## config.mk

```make
export PLATFORM = sky130hd
export DESIGN_NAME = updown_counter_param
export DESIGN_NICKNAME = d
export VERILOG_FILES = /design/src/rtl/updown_counter_param.sv
export SDC_FILE = /design/constraint.sdc
export NUM_CORES = 1
export LEC_CHECK = 0
export CAP_MARGIN = 30
export CORE_UTILIZATION = 47
export DETAILED_ROUTE_END_ITERATION = 7
export PLACE_DENSITY = 0.82
export SYNTH_ARGS = -nofsm -noshare
export SYNTH_HDL_FRONTEND = slang
export SYNTH_SLANG_ARGS = --single-unit
```

## constraint.sdc

```tcl
create_clock -name clk -period 2.85 [get_ports clk]
set_input_delay 0.57 -clock clk [delete_from_list [all_inputs] [get_ports clk]]
set_output_delay 0.57 -clock clk [all_outputs]
set_load 0.03 [all_outputs]
```

## src/rtl/updown_counter_param.sv

```systemverilog
// Parametrised up/down counter with clear, clamped load, terminal-count flag and wrap pulse.
// Define COUNTER_SATURATE_EN to saturate at 0/MAX_COUNT instead of wrapping modulo MAX_COUNT+1.
module updown_counter_param #(
   parameter int WIDTH     = 8,
   parameter int MAX_COUNT = 255,
   parameter int STEP      = 1
) (
   input  logic             clk,
   input  logic             rst,
   input  logic             enable,
   input  logic             direction,
   input  logic             clear,
   input  logic             load,
   input  logic [WIDTH-1:0] load_value,
   output logic [WIDTH-1:0] counter_out,
   output logic             tc,
   output logic             wrap
);

   localparam int EW = WIDTH + 1;
   localparam logic [WIDTH-1:0] MAX_W    = WIDTH'(MAX_COUNT);
   localparam logic [EW-1:0]    MAX_EXT  = EW'(MAX_COUNT);
   localparam logic [EW-1:0]    STEP_EXT = EW'(STEP);
`ifndef COUNTER_SATURATE_EN
   localparam logic [EW-1:0]    MOD_EXT  = EW'(MAX_COUNT + 1);
`endif

   logic [WIDTH-1:0] count_q, count_d;
   logic             wrap_q, wrap_d;
   logic [EW-1:0]    cnt_ext;

   // Arithmetic is one bit wider so the up-sum cannot alias before the overflow test.
   assign cnt_ext = {1'b0, count_q};
   assign tc      = direction ? (cnt_ext > (MAX_EXT - STEP_EXT)) : (cnt_ext < STEP_EXT);

   always_comb begin
      count_d = count_q;
      wrap_d  = 1'b0;
      if (clear) begin
         count_d = '0;
      end else if (load) begin
         count_d = (load_value > MAX_W) ? MAX_W : load_value;
      end else if (enable) begin
         wrap_d = tc;
         if (direction) begin
            if (tc) begin
`ifdef COUNTER_SATURATE_EN
               count_d = MAX_W;
`else
               count_d = WIDTH'(cnt_ext + STEP_EXT - MOD_EXT);
`endif
            end else begin
               count_d = WIDTH'(cnt_ext + STEP_EXT);
            end
         end else begin
            if (tc) begin
`ifdef COUNTER_SATURATE_EN
               count_d = '0;
`else
               count_d = WIDTH'(cnt_ext + MOD_EXT - STEP_EXT);
`endif
            end else begin
               count_d = WIDTH'(cnt_ext - STEP_EXT);
            end
         end
      end
   end

   always_ff @(posedge clk or negedge rst) begin
      if (!rst) begin
         count_q <= '0;
         wrap_q  <= 1'b0;
      end else begin
         count_q <= count_d;
         wrap_q  <= wrap_d;
      end
   end

   assign counter_out = count_q;
   assign wrap        = wrap_q;

endmodule

```

# Word level (Yosys, flattened, before mapping)

Index checks and enable logic that the tools add are counted.

Register bits after elaboration: 9
Output and inout port bits: 10

Reductions and logical operators: 1
Magnitude comparators: 3
Multiplexer cells: 11
Add/subtract/negate cells: 5

Operators with widths:

| operator                                                              | count |
|---|---|
| 8-bit 2-to-1 mux                                                      | 7 |
| 8-bit by 1-bit subtractor with 8-bit output (second input constant)   | 3 |
| 8-bit by 1-bit adder with 8-bit output (second input constant)        | 2 |
| 8-bit greater-than comparator (second input constant)                 | 2 |
| 8-bit by 1-bit < comparator with 1-bit output (second input constant) | 1 |
| 1-bit 2-to-1 mux                                                      | 4 |
| 3-bit nonzero test                                                    | 1 |

# Longest topological paths before layout

Word-level depth: 7
Gate-level depth with buffers: 6
Gate-level depth less buffers: 6

# Least setup slack after synthesis

OpenSTA, ideal clock, no wires.

Path kind: register to output
Start: register count_q[2], in the netlist counter_out[2]
End: output port tc
Slack: 0.375 ns
Cell stages (with the launch flop): 5
Buffers on the path: 1
Arrival time: 1.905 ns
Cells stage by stage: dfrtp_1 buf_6 or3_4 or3_1 o31ai_2

Word-level cells in the longest chain between the ends: 2

Ends and longest elaborated chain:

| what                                                                                           | line | text |
|---|---|---|
| start, declared                                                                                | 28   | `logic [WIDTH-1:0] count_q, count_d;` |
| start signal, assigned                                                                         | 74   | `count_q <= count_d;` |
| 8-bit by 1-bit < comparator with 1-bit output or 8-bit greater-than comparator (tied branches) | 34   | `assign tc = direction ? (cnt_ext > (MAX_EXT - STEP_EXT)) : (cnt_ext < STEP_EXT);` |
| 1-bit 2-to-1 mux *                                                                             | 34   |  |
| end, declared                                                                                  | 16   | `output logic tc,` |

Mark *: on every way between the ends. The rest lies on a longest branch, timed or not.

# Final worst setup path

Start: input port direction
End: output port tc

Word-level cells in the longest chain between the ends: 1

Ends and longest elaborated chain:

| what             | line | text |
|---|---|---|
| start, declared  | 11   | `input logic direction,` |
| 1-bit 2-to-1 mux | 34   |  |

Every way passes these cells.

==> flow_metrics.py <==
metrics = {
    "clocking": {
        "ctsHoldBuffers": 0,
        "cts.sinks": 9,
        "cts_buffers": 3,
        "post_cts_buffers": 0,
        "cts_tree": "yes",
        "path_clk_slew_ns": 0.07,
        "cts_root_buf": "clkbuf_4",
        "cts_resized": 0,
        "clk_latency_ns": 0.26,
        "htreeDepth": 1,
        "cts_buffer_depth": 2,
    },
    "setup_path": {
        "arrival_ns": 2.06,
        "cp.required_ns": 2.28,
        "timing.rr.start": "counter_out[2]",
        "timing.critical_path.buf_inv": 2,
        "crit_type": "in2out",
        "end_kind": "output pin",
        "r2r_end": "wrap",
        "cp_top_family": "buffers and inverters",
        "cp_max_fo": 8,
        "slowest_stage": "clkdlybuf4s50_1",
        "cp_cell_sequence": "clkdlybuf4s50_1, nand2b_1, or3_1, o31ai_2, buf_4",
        "r2r_cells": 4,
        "ff2ff_setup_slack_ns": 1.12,
        "startpoint_type": "primary input",
        "critPathMaxStageDelay_ns": 0.52,
    },
    "timing": {
        "tns_ns": 0,
        "rsz0062_at_grt": "false",
        "worst_slack_ns": 0.218,
        "hold_ws_ns": 0.605,
        "clock.fmax_mhz": 380,
        "fin_crit_sh_pct": 92.4,
        "fin_skew_ns": 0.00187,
        "slew-limit-headroom_pct": 65.6,
        "period_minus_slack_ns": 2.63,
        "maxSlewViolCount": 0,
        "hold_violations": 0,
        "finalSetupViolCount": 0,
        "tightest_slew_ns": 0.514,
    },
    "final_layout": {
        "seq_area_sq_um": 225,
        "final_cell_area_sq_um": 965,
        "fin_nets": 125,
        "drive_above_1_share_pct": 10.3,
        "multi_input_area_sq_um": 440,
        "antenna_cells": 0,
        "syn_to_final_growth_pct": 34.8,
        "fillers": 115,
    },
    "synth": {
        "ys_warn_count": 0,
        "synth_area_leaders": "dfrtp_1 31%, ha_1 5.2%, nand2_1 5.2%",
        "synth_top_area_share_pct": 31.5,
        "syn_inst": 85,
        "syn-num-nets": 102,
        "synth_top_area_cell": "dfrtp_1",
        "avgSynthCellArea_sq_um": 8.42,
        "synthArstFlopShare_pct": 100,
        "syn-cell-area_sq_um": 716,
        "synth_commonest_cells": "10 x nand2_1, 9 x dfrtp_1, 7 x a21oi_1",
        "synth_most_common_cell": "nand2_1",
        "ys_ff_latch": 9,
        "ys_seq_area_share_pct": 31.5,
        "synth-edff-count": 0,
        "synth_top_flop_cell": "dfrtp_1",
        "yosysUniqueCellTypes": 34,
    },
    "placement": {
        "gp_congestion": 0.748,
        "hpwl_mm": 1.20,
        "placed_area_sq_um": 938,
        "preCtsSetupSlack_ns": 0.212,
        "portBuffers": 23,
    },
    "die": {
        "die_x_um": 41.0,
        "ios": 24,
        "core-area_sq_um": 1370,
        "initial_core_util_pct": 52.4,
        "die_area_sq_um": 1680,
        "fp-row-count": 13,
        "die_y_um": 41.0,
    },
    "drt": {
        "first_pass_iters": 2,
        "drtIter0Drc": 5,
        "vias": 692,
        "via_per_inst": 5.67,
        "wl_per_cell_um": 12.9,
        "detail-route-antenna-nets": 0,
        "drc": 0,
        "routed_wl_mm": 1.57,
    },
    "status": {
        "outcome": "finished clean",
    },
    "power_and_ir_drop": {
        "p_seq_share_pct": 40.4,
        "clkPwrFrac_pct": 26.6,
        "p_int_mw": 0.253,
        "power_mw": 0.383,
        "p_sw_share_pct": 33.9,
        "combPwrFrac_pct": 33.0,
        "switching_power_mw": 0.130,
        "power_leakage_nw": 0.396,
        "max-vdd-ir-drop_mv": 0.299,
        "power_density_nw_per_um2": 397,
    },
    "grt": {
        "grt_use_total_pct": 22.5,
        "grt_max_degree": 14,
        "grt_pass1_vias": 550,
        "antenna_found_initial": 0,
        "grt_pass1_wl_mm": 2.41,
        "overflow": 0,
    },
    "hold_path": {
        "hold_path_class": "in2async",
    },
    "run": {
        "drv_cap": 0,
    },
}
## how the worst max path moves through the flow
stage	endpoint	cells after the start	slack [ns]	startpoint
6_report	tc	5	0.22	direction
5_1_grt	tc	5	0.15	direction
4_1_cts	tc	5	0.22	direction
3_5_place_dp	tc	5	0.21	direction
3_3_place_gp	tc	5	0.27	direction
2_1_floorplan	tc	4	0.37	counter_out[2]
## registers in the layout, indices dropped and copies added (netlist names)
register	flops
wrap	1
counter_out	8
## stage by stage
stage               cells  utilization [%]
global route          122             70.6
global placement      118             68.7
detailed placement    118             68.7
CTS                   122             70.6
finish                122             70.6
floorplan              85                -
## routing by layer
layer | up-vias | track usage, % | wire (um)
met1 | 314 | 28.2 | 717
met2 | 17 | 35.2 | 775
li1 | 359 | - | -
met5 | - | 0 | 0
met4 | 0 | 15.0 | 14
met3 | 2 | 3.26 | 63
## power by group through the flow
stage | clock network, mW | logic (mW) | registers (mW)
final | 0.102 | 0.126 | 0.155
after CTS | 0.106 | 0.127 | 0.154
after global routing | 0.111 | 0.138 | 0.157
after floorplan | 0 | 0.0614 | 0.171
after detailed placement | 0 | 0.126 | 0.157
after global placement | 0 | 0.125 | 0.157
## cell families after synthesis
group,after synthesis,share of synthesized area (%)
AOI/OAI and AO/OA,22,21.3
xor gates and xnor gates,5,6.12
adders and majority gates,3,5.25
buffers and inverters,11,6.99
DFF,9,31.5
muxes,1,1.40
and+or+nand+nor,34,27.4
## layout make-up
| type | count | share of cell area (%) |
|---|---|---|
| sequential | 9 | 23.3 |
| tap | 15 | 1.95 |
| inverter | 5 | 1.95 |
| multi-input combinational | 65 | 45.7 |
| timing repair buffer | 24 | 24.4 |
| clock buffer | 4 | 2.72 |
## cell usage in the layout, fill, tap and decap left out
cell / netlist / final
a211oi_1: 3 / 3
nand3_1: 3 / 3
a211o_1: 2 / 2
o2bb2ai_1: 1 / 1
nor4b_1: 2 / 2
ha_1: 3 / 3
nand2_1: 10 / 10
o32a_2: 1 / 1
buf_4: 0 / 2
a31oi_1: 1 / 1
clkdlybuf4s50_1: 0 / 22
nor2_1: 4 / 4
xnor2_1: 1 / 1
a21oi_1: 7 / 7
mux2i_1: 1 / 1
inv_1: 5 / 5
or4_1: 1 / 1
o32ai_1: 1 / 1
o21ai_0: 3 / 3
or3_1: 3 / 3
clkbuf_4: 0 / 3
and4_1: 1 / 1
o31ai_2: 1 / 1
a21boi_0: 1 / 1
or3_4: 1 / 1
xor2_1: 4 / 4
nor4_1: 1 / 1
or4b_2: 1 / 1
nand4_1: 1 / 1
o211ai_1: 1 / 1
dfrtp_1: 9 / 9
clkbuf_1: 4 / 1
nor3_1: 2 / 2
and4_2: 2 / 2
nand2b_1: 2 / 2
No activity file was read; power rests on OpenSTA's default activity.
